===== config.mk =====
export PLATFORM = sky130hd
export DESIGN_NAME = imm_extend_arbiter
export DESIGN_NICKNAME = d
export VERILOG_FILES = /design/src/rtl/imm_extend_arbiter.sv
export SDC_FILE = /design/constraint.sdc
export NUM_CORES = 1
export LEC_CHECK = 0
export CAP_MARGIN = 20
export CORE_MARGIN = 2
export CORE_UTILIZATION = 49
export DETAILED_ROUTE_END_ITERATION = 8
export HOLD_SLACK_MARGIN = 0.03
export PLACE_DENSITY_LB_ADDON = 0.08
export SLEW_MARGIN = 10
export SYNTH_ARGS = -nofsm -noshare
export SYNTH_HDL_FRONTEND = slang
export SYNTH_SLANG_ARGS = --single-unit

===== constraint.sdc =====
create_clock -name clk -period 2.8 [get_ports clk]
set_input_delay 0.28 -clock clk [delete_from_list [all_inputs] [get_ports clk]]
set_output_delay 0.28 -clock clk [all_outputs]
set_load 0.005 [all_outputs]

===== src/rtl/imm_extend_arbiter.sv =====
// ---------------------------------------------------------------------------
// imm_extend_arbiter
//
// Shared immediate-extension unit. Two requesters (0 = decode, 1 = branch
// target logic) present IMM_W-bit immediates with a 2-bit extension mode.
// A round-robin arbiter grants at most one request per cycle. The granted
// immediate is extended to OUT_W bits and captured in a one-entry output
// slot, which is drained through a valid/ready handshake and tagged with
// the requester id.
//
// Extension modes (s = imm[IMM_W-1]):
//   00 sign   : {s..s, imm}
//   01 zero   : {0..0, imm}
//   10 upper  : {imm, 0..0}
//   11 branch : sign-extended immediate shifted left by 2
//
// Ports:
//   clk, reset_n           clock, asynchronous active-low reset
//   req0_valid/ready       requester 0 handshake (ready = granted+accepted)
//   req0_imm, req0_mode    requester 0 immediate and extension mode
//   req1_valid/ready       requester 1 handshake
//   req1_imm, req1_mode    requester 1 immediate and extension mode
//   rsp_valid/ready        result slot handshake
//   rsp_id                 requester that owns rsp_data
//   rsp_data               extended result
//   grant0_cnt, grant1_cnt saturating per-requester accept counters
//                          (present only when IMMX_STATS_EN is defined)
//
// Optional feature macro: IMMX_STATS_EN
//
// Parameters:
//   IMM_W  immediate width
//   OUT_W  result width, expected to be 2*IMM_W
//   CNT_W  width of the grant counters (IMMX_STATS_EN only)
// ---------------------------------------------------------------------------
module imm_extend_arbiter #(
    parameter int IMM_W = 16,
    parameter int OUT_W = 32,
    parameter int CNT_W = 16
) (
    input  logic             clk,
    input  logic             reset_n,
    input  logic             req0_valid,
    output logic             req0_ready,
    input  logic [IMM_W-1:0] req0_imm,
    input  logic [1:0]       req0_mode,
    input  logic             req1_valid,
    output logic             req1_ready,
    input  logic [IMM_W-1:0] req1_imm,
    input  logic [1:0]       req1_mode,
    output logic             rsp_valid,
    input  logic             rsp_ready,
    output logic             rsp_id,
    output logic [OUT_W-1:0] rsp_data
`ifdef IMMX_STATS_EN
    ,
    output logic [CNT_W-1:0] grant0_cnt,
    output logic [CNT_W-1:0] grant1_cnt
`endif
);

    typedef enum logic {
        EMPTY = 1'b0,
        FULL  = 1'b1
    } slot_state_t;

    // Extend one immediate according to its mode.
    function automatic logic [OUT_W-1:0] extend_imm(
        input logic [IMM_W-1:0] imm,
        input logic [1:0]       mode
    );
        logic signed [OUT_W-1:0] sext;
        logic        [OUT_W-1:0] res;
        sext = {{(OUT_W-IMM_W){imm[IMM_W-1]}}, imm};
        case (mode)
            2'b00:   res = sext;
            2'b01:   res = {{(OUT_W-IMM_W){1'b0}}, imm};
            2'b10:   res = {imm, {(OUT_W-IMM_W){1'b0}}};
            default: res = sext <<< 2;
        endcase
        return res;
    endfunction

    slot_state_t      state;
    slot_state_t      state_next;
    logic             last_grant;
    logic             can_accept;
    logic             grant0;
    logic             grant1;
    logic             accept0;
    logic             accept1;
    logic             accept;
    logic [IMM_W-1:0] sel_imm_p0;
    logic [1:0]       sel_mode_p0;
    logic [OUT_W-1:0] ext_data_p0;
    logic             vld_p0;
    logic [OUT_W-1:0] slot_data_p1;
    logic             slot_id_p1;

    // ---------------- stage p0: arbitration, grant, extension ----------------
    always_comb begin
        state_next = state;
        can_accept = (state == EMPTY) || rsp_ready;

        // Round robin: a lone requester always wins; under contention the
        // requester that was not granted last time wins.
        grant0 = req0_valid && (!req1_valid || last_grant);
        grant1 = req1_valid && (!req0_valid || !last_grant);

        // Readies are held low for the whole time reset is asserted.
        req0_ready = reset_n && can_accept && grant0;
        req1_ready = reset_n && can_accept && grant1;

        accept0 = req0_valid && req0_ready;
        accept1 = req1_valid && req1_ready;
        accept  = accept0 || accept1;

        // An accept refills the slot even while it drains, so the slot
        // stays FULL and throughput is one result per cycle.
        if (accept) begin
            state_next = FULL;
        end else if ((state == FULL) && rsp_ready) begin
            state_next = EMPTY;
        end
    end

    assign vld_p0      = accept;
    assign sel_imm_p0  = accept1 ? req1_imm  : req0_imm;
    assign sel_mode_p0 = accept1 ? req1_mode : req0_mode;
    assign ext_data_p0 = extend_imm(sel_imm_p0, sel_mode_p0);

    always_ff @(posedge clk or negedge reset_n) begin
        if (!reset_n) begin
            state      <= EMPTY;
            last_grant <= 1'b1;
        end else begin
            state <= state_next;
            if (vld_p0) begin
                last_grant <= accept1;
            end
        end
    end

    // ---------------- stage p1: registered result slot ----------------
    // Data is cleared on reset as well so the slot reads zero afterwards.
    always_ff @(posedge clk or negedge reset_n) begin
        if (!reset_n) begin
            slot_data_p1 <= '0;
            slot_id_p1   <= 1'b0;
        end else if (vld_p0) begin
            slot_data_p1 <= ext_data_p0;
            slot_id_p1   <= accept1;
        end
    end

    assign rsp_valid = (state == FULL);
    assign rsp_id    = slot_id_p1;
    assign rsp_data  = slot_data_p1;

`ifdef IMMX_STATS_EN
    // Counters stick at all-ones rather than wrapping.
    function automatic logic [CNT_W-1:0] sat_inc(input logic [CNT_W-1:0] cnt);
        return (&cnt) ? cnt : cnt + 1'b1;
    endfunction

    always_ff @(posedge clk or negedge reset_n) begin
        if (!reset_n) begin
            grant0_cnt <= '0;
            grant1_cnt <= '0;
        end else begin
            if (accept0) begin
                grant0_cnt <= sat_inc(grant0_cnt);
            end
            if (accept1) begin
                grant1_cnt <= sat_inc(grant1_cnt);
            end
        end
    end
`else
    // CNT_W only sizes the optional counters; nothing to build here.
    if (CNT_W > 0) begin : g_no_stats
    end
`endif

endmodule


==> results of run 1 <==
[flip-flops by register name, summed over array words and instances (netlist names)]
name and cells:
rsp_id 1, rsp_valid 1, last_grant 1, rsp_data 32
[cell type report]
class / instances / area share, %
clock buffers: 6 / 2.65
inverters: 6 / 0.724
repair buffers: 85 / 26.5
multi-input cells: 156 / 39.6
clock inverters: 1 / 0.161
well taps: 52 / 2.09
flip-flops and latches: 35 / 28.2
[worst paths after layout]
kind,start,end,slack (ns)
worst min register to register,rsp_data[10]$_DFFE_PN0P_,rsp_data[10]$_DFFE_PN0P_,0.48
max in group asynchronous,reset_n,rsp_data[24]$_DFFE_PN0P_,1.70
min in group clk,rsp_data[10]$_DFFE_PN0P_,rsp_data[10]$_DFFE_PN0P_,0.48
worst min-delay path,reset_n,rsp_data[31]$_DFFE_PN0P_,0.46
worst max-delay path,reset_n,req1_ready,0.29
worst max register to register,last_grant$_DFFE_PN1P_,rsp_data[19]$_DFFE_PN0P_,0.95
[placed cells by master, fill, tap and decap left out, types with 2 or more instances in the layout]
master / instances
clkdlybuf4s50_1: 75
nand2_1: 35
dfrtp_1: 34
a221oi_1: 31
o31ai_1: 19
o31a_1: 14
a221oi_2: 10
o31ai_2: 10
buf_4: 8
clkbuf_8: 6
mux2i_1: 5
inv_1: 4
and2_1: 3
a21oi_1: 3
nand2b_1: 3
o21ai_0: 3
inv_2: 2
nor2b_1: 2
nor2_1: 2
a211oi_1: 2
[repair_timing]
action	in CTS	in global routing
setup endpoints to repair	0	0
hold buffers	1	0
hold endpoints to repair	12	0
[kinds of logic after synthesis]
family	Yosys count	share of synthesized area, %
buf+inv	30	6.49
simple gates	51	10.5
flops	35	38.9
compound gates	99	41.2
mux	6	2.88
[layer usage]
metal,global-route usage (%),up-vias,share of wire [%]
li1,-,1031,-
met1,39.0,1065,46
met2,39.6,97,46
met3,4.78,6,7.3
met4,6.29,0,1.0
met5,0,-,0
[through the flow]
step	util [%]	cells	total power [mW]
5_1_grt	71.0	341	1.75
2_1_floorplan	-	221	0.950
3_3_place_gp	68.8	333	1.29
3_5_place_dp	68.8	333	1.30
4_1_cts	71.0	341	1.68
6_report	71.0	341	1.67
[power by group through the flow]
stage	clock network [mW]	registers [mW]	logic [mW]
6_report	0.376	0.676	0.615
5_1_grt	0.401	0.687	0.666
3_5_place_dp	0	0.685	0.613
2_1_floorplan	0	0.683	0.267
3_3_place_gp	0	0.682	0.604
4_1_cts	0.385	0.677	0.617
[worst max-delay path: stages]
cell and delay [ns]:
dlygate4sd3_1 0.52, buf_2 0.39, nand3_2 0.14, inv_2 0.32, clkdlybuf4s50_1 0.58
==> metrics.md, run 1 <==
| Metric | Value |
|---|---|
| Setup ws final | `0.294 ns` |
| Number of filler cells placed in the layout | `365` |
| Buffer count from post-CTS setup fixing | `0` |
| Length in cells of the worst reg-to-reg path | `5` |
| Maximum vdd drop | `0.290 mV` |
| Proportion of netlist area held by the largest area contributor | `between 30% and 40%` |
| Critical path launch point type | `primary input` |
| Rel. slew slack | `between 50% and 60%` |
| Area taken by flip-flops and latches | `between 800 and 900 sq um` |
| IO Count | `slightly below 80` |
| Total congestion overflow | `0` |
| Number of distinct library cells after synthesis | `36` |
| Hold violation count in the final report | `0` |
| Number of global-route vias before repair | `2,005` |
| Endpoint kind of the worst setup timing path | `output port` |
| Detail-routed via count per cell | `6.45` |
| Clock root buffer master | `clkbuf_8` |
| H-tree depth reported by CTS | `2` |
| Status | `finished, final reports clean` |
| Post-place instance area | `roughly 3000 sq um` |
| Share of total power in the clock network | `22.5%` |
| Sequential share of the synthesized area | `38.9%` |
| Number of sinks handled by clock tree synthesis | `35` |
| Final setup violation count | `0` |
| TritonCTS clock tree | `built` |
| Effective utilization at floorplan | `51.5%` |
| Nets@finish | `330` |
| Height of the die | `71.9 microns` |
| Cell area after layout | `3110 sq um` |
| Routed wire length per instance | `19.3 microns` |
| Largest cells by area after synthesis | `dfrtp_1 38%, a221oi_1 12%, a221oi_2 6.7%` |
| Global router's overall resource usage | `26.2%` |
| Clock Tree Buf Depth | `2` |
| Portion of the clock cycle consumed by the worst path in the final layout | `around nine tenths` |
| Combinational Power Share | `36.9%` |
| Antenna Nets Post-Route | `0` |
| I/O Buffers | `76` |
| Area used by multi-input combinational logic | `around 1200 sq um` |
| Average cell area after synthesis | `10.2 sq um` |
| Core region area | `4380 sq um` |
| Path type of the worst setup path | `in -> out` |
| Worst-skew pair later-pin latency | `about 0.29 ns` |
| Post-route minimum period | `2.51 ns` |
| Switching pwr | `0.521 mW` |
| Worst Tran Pin Value | `0.632 ns` |
| Most instantiated flip-flop cell in the synthesis netlist | `dfrtp_1` |
| Antenna diode count | `0` |
| Die ar. | `slightly above 5000 sq um` |
| Site row count | `24` |
| Worst hold slack | `0.464 ns` |
| Antenna violations before repair | `0` |
| Chip width | `71.9 microns` |
| Most frequent cell after synthesis | `nand2_1` |
| Max-capacitance violation count | `0` |
| Post-synth EDFFs | `0` |
| Worst slack after detailed placement | `0.501 ns` |
| Power per cell area | `536 nW/um^2` |
| Arrival time at the worst endpoint | `2.23 ns` |
| Top cells by instance count after synthesis | `35 x nand2_1, 34 x dfrtp_1, 31 x a221oi_1, 19 x o31ai_1, 14 x o31a_1` |
| Max Clk Rate | `399 MHz` |
| Leak | `roughly 1.2 nW` |
| Top cell type by total area after synthesis | `dfrtp_1` |
| Worst min path class | `in -> async` |
| Resized Gates After CTS | `0` |
| Number of synthesized register bits | `35` |
| Sequential cell fraction of total power | `between 40 and 50%` |
| HPWL Detailed | `4660 microns` |
| Switching Fraction | `between 30 and 40%` |
| Critical path peak fanout | `19` |
| Internal Pwr Total | `1.15 mW` |
| Clock input transition at the sequential cells of the worst setup and hold paths | `0.07 ns` |
| Final slew viol count | `0` |
| Number of warnings reported in the yosys synthesis log | `0` |
| Mapped Nets | `262` |
| Critical Path RT | `2.52 ns` |
| Final worst clock skew | `0.00403 ns` |
| Detailed Route Iter0 Violations | `about 220` |
| Fraction of final layout cells sized beyond drive strength 1 | `15.6%` |
| Pin count of the biggest net entering global routing | `62` |
| Syn Std Cell Area | `2260 sq um` |
| Vias after detailed routing | `2,199` |
| Number of design rule violations left after detail routing | `0` |
| Detailed Routing Iterations Pass 1 | `4` |
| Total Routed Length | `6600 microns` |
| Wire length of the first global-routing pass | `around 11,000 microns` |
| Cells after Synth | `221` |
| Summed negative setup slack over all endpoints | `0 ns` |
| CTS buffer count | `5` |
| Unrepaired setup endpoints after global routing | `no` |
| RD Place Congestion | `0.826` |
| Asr flop ratio synth | `100%` |
| Syn-to-layout area delta | `37.9%` |
(Power assumes the default switching activity.)
==> inputs of run 2 (changes only) <==
==> constraint.sdc (replaced) <==
create_clock -name clk -period 2.8 [get_ports clk]
set_input_delay 0.42 -clock clk [delete_from_list [all_inputs] [get_ports clk]]
set_output_delay 0.42 -clock clk [all_outputs]
set_load 0.005 [all_outputs]
==> metrics.md, run 2 (same netlist as run 1, synthesis figures left out) <==
| Metric | Value |
|---|---|
| Status | `finished, final reports clean (unchanged)` |
| IO Count | `77 (unchanged)` |
| Antenna Nets Post-Route | `0 (unchanged)` |
| TritonCTS clock tree | `built (unchanged)` |
| Global router's overall resource usage | `27.6% (was 26.2%)` |
| Worst-skew pair later-pin latency | `0.29 ns (about the same)` |
| I/O Buffers | `76 (unchanged)` |
| Site row count | `24 (unchanged)` |
| Most common library cell in the layout ignoring fill and taps | `clkdlybuf4s50_1 (unchanged)` |
| Max-capacitance violation count | `0 (unchanged)` |
| Detail-routed via count per cell | `6.60 (was 6.45)` |
| Vias after detailed routing | `2,263 (was 2,199)` |
| Final worst clock skew | `0.00996 ns (was 0.00403 ns)` |
| Pin count of the biggest net entering global routing | `62 (unchanged)` |
| Number of global-route vias before repair | `2,078 (was 2,005)` |
| Worst Tran Pin Value | `0.609 ns (was 0.632 ns)` |
| Unrepaired setup endpoints after global routing | `no (unchanged)` |
| Hold violation count in the final report | `0 (unchanged)` |
| Most frequent cells in the layout | `75 x clkdlybuf4s50_1, 35 x nand2_1, 34 x dfrtp_1, 31 x a221oi_1, 19 x o31ai_1 (unchanged)` |
| Number of sinks handled by clock tree synthesis | `35 (unchanged)` |
| Arrival time at the worst endpoint | `1.85 ns (was 2.23 ns)` |
| Nets@finish | `331 (was 330)` |
| H-tree depth reported by CTS | `2 (unchanged)` |
| Critical path peak fanout | `4 (was 19)` |
| Clock input transition at the sequential cells of the worst setup and hold paths | `0.07 ns (about the same)` |
| Clock Tree Buf Depth | `2 (unchanged)` |
| Power per cell area | `548 nW/um^2 (was 536 nW/um^2)` |
| Number of design rule violations left after detail routing | `0 (unchanged)` |
| Maximum vdd drop | `0.379 mV (was 0.290 mV)` |
| Clock root buffer master | `clkbuf_8 (unchanged)` |
| Total Routed Length | `6850 microns (was 6600 microns)` |
| Core region area | `4380 sq um (unchanged)` |
| Portion of the clock cycle consumed by the worst path in the final layout | `81.1% (was 89.5%)` |
| Wire length of the first global-routing pass | `11,000 microns (was 10,600 microns)` |
| Chip width | `71.9 microns (unchanged)` |
| CTS buffer count | `5 (unchanged)` |
| Summed negative setup slack over all endpoints | `0 ns (unchanged)` |
| Die ar. | `5170 sq um (unchanged)` |
| Max reg flops | `32 (unchanged)` |
| HPWL Detailed | `4730 microns (was 4660 microns)` |
| Final slew viol count | `0 (unchanged)` |
| Height of the die | `71.9 microns (unchanged)` |
| Antenna diode count | `0 (unchanged)` |
| Leak | `1.24 nW (was 1.22 nW)` |
| Antenna violations before repair | `0 (unchanged)` |
| Critical path launch point type | `primary input (unchanged)` |
| Worst min path class | `in -> async (unchanged)` |
| Effective utilization at floorplan | `51.5% (unchanged)` |
| Detailed Route Iter0 Violations | `329 (was 224)` |
| Path type of the worst setup path | `in -> out (unchanged)` |
| Number of hold buffers added after CTS | `0 (was 1)` |
| Placed cells | `335 (was 333)` |
| Total congestion overflow | `0 (unchanged)` |
| Final setup violation count | `0 (unchanged)` |
| Buffer count from post-CTS setup fixing | `0 (unchanged)` |
| Number of standard cells in the layout, taps in and fillers out | `343 (was 341)` |
| Max Clk Rate | `440 MHz (was 399 MHz)` |
| Critical Path RT | `2.38 ns (was 2.52 ns)` |
| Post-route minimum period | `2.27 ns (was 2.51 ns)` |
| Resized Gates After CTS | `0 (unchanged)` |
| Endpoint kind of the worst setup timing path | `output port (unchanged)` |
| Routed wire length per instance | `20.0 microns (was 19.3 microns)` |
| Rel. slew slack | `59.4% (was 57.8%)` |
| RD Place Congestion | `0.885 (was 0.826)` |
| Final core utilization | `71.7% (was 71.0%)` |
| Detailed Routing Iterations Pass 1 | `5 (was 4)` |
| Fraction of final layout cells sized beyond drive strength 1 | `16.2% (was 15.6%)` |
| Syn-to-layout area delta | `39.2% (was 37.9%)` |
run 2: through the flow:
step	setup slack (ns)	hold slack, ns	cell area [sq um]	power (mW)
after floorplan	1.24	0.124	2260	0.950
after global placement	0.539	0.382	3040	1.29
after detailed placement	0.519	0.385	3040	1.30
after CTS	0.520	0.0780	3140	1.72
after global routing	0.464	0.0911	3140	1.81
final	0.529	0.0680	3140	1.72
run 2: where the power goes:
group	switching (mW)	internal (mW)	leakage, nW
Sequential	0.0647	0.610	0.437
Clock	0.196	0.225	0.0515
Combinational	0.277	0.347	0.751
Total	0.538	1.18	1.24
run 2: path summary, 6_finish.rpt:
check | startpoint | to | cells past startpoint | slack, ns
max reg2reg | last_grant$_DFFE_PN1P_ | rsp_data[18]$_DFFE_PN0P_ | 5 | 0.92
max | req1_valid | req1_ready | 5 | 0.53
min | reset_n | rsp_id$_DFFE_PN0P_ | 1 | 0.07
max in group asynchronous | reset_n | rsp_data[19]$_DFFE_PN0P_ | 2 | 2.06
min reg2reg | rsp_data[18]$_DFFE_PN0P_ | rsp_data[18]$_DFFE_PN0P_ | 2 | 0.48
min in group clk | rsp_data[18]$_DFFE_PN0P_ | rsp_data[18]$_DFFE_PN0P_ | 2 | 0.48
run 2: worst max-delay path: stages:
cell             delay (ns)
clkdlybuf4s50_1        0.50
a21boi_2               0.20
nand3_2                0.10
inv_2                  0.12
clkdlybuf4s50_1        0.50
run 2: area by class of cell:
cell class	count	area [sq um]
inverter	6	22.5
clock buffer	8	100
sequential	35	877
fill	329	1240
multi-input combinational	156	1230
tap	52	65.1
timing repair buffer	86	843
run 2: per-layer routing:
layer  vias to the layer above  part of all wire (%)  wire [microns]  GRT usage, %
li1                       1030                     -               -             -
met3                         6                   8.8             605          6.05
met1                      1098                    44            2990          39.4
met4                         0                  0.61              42          4.40
met2                       129                    47            3220          44.0
met5                         -                     0               0             0
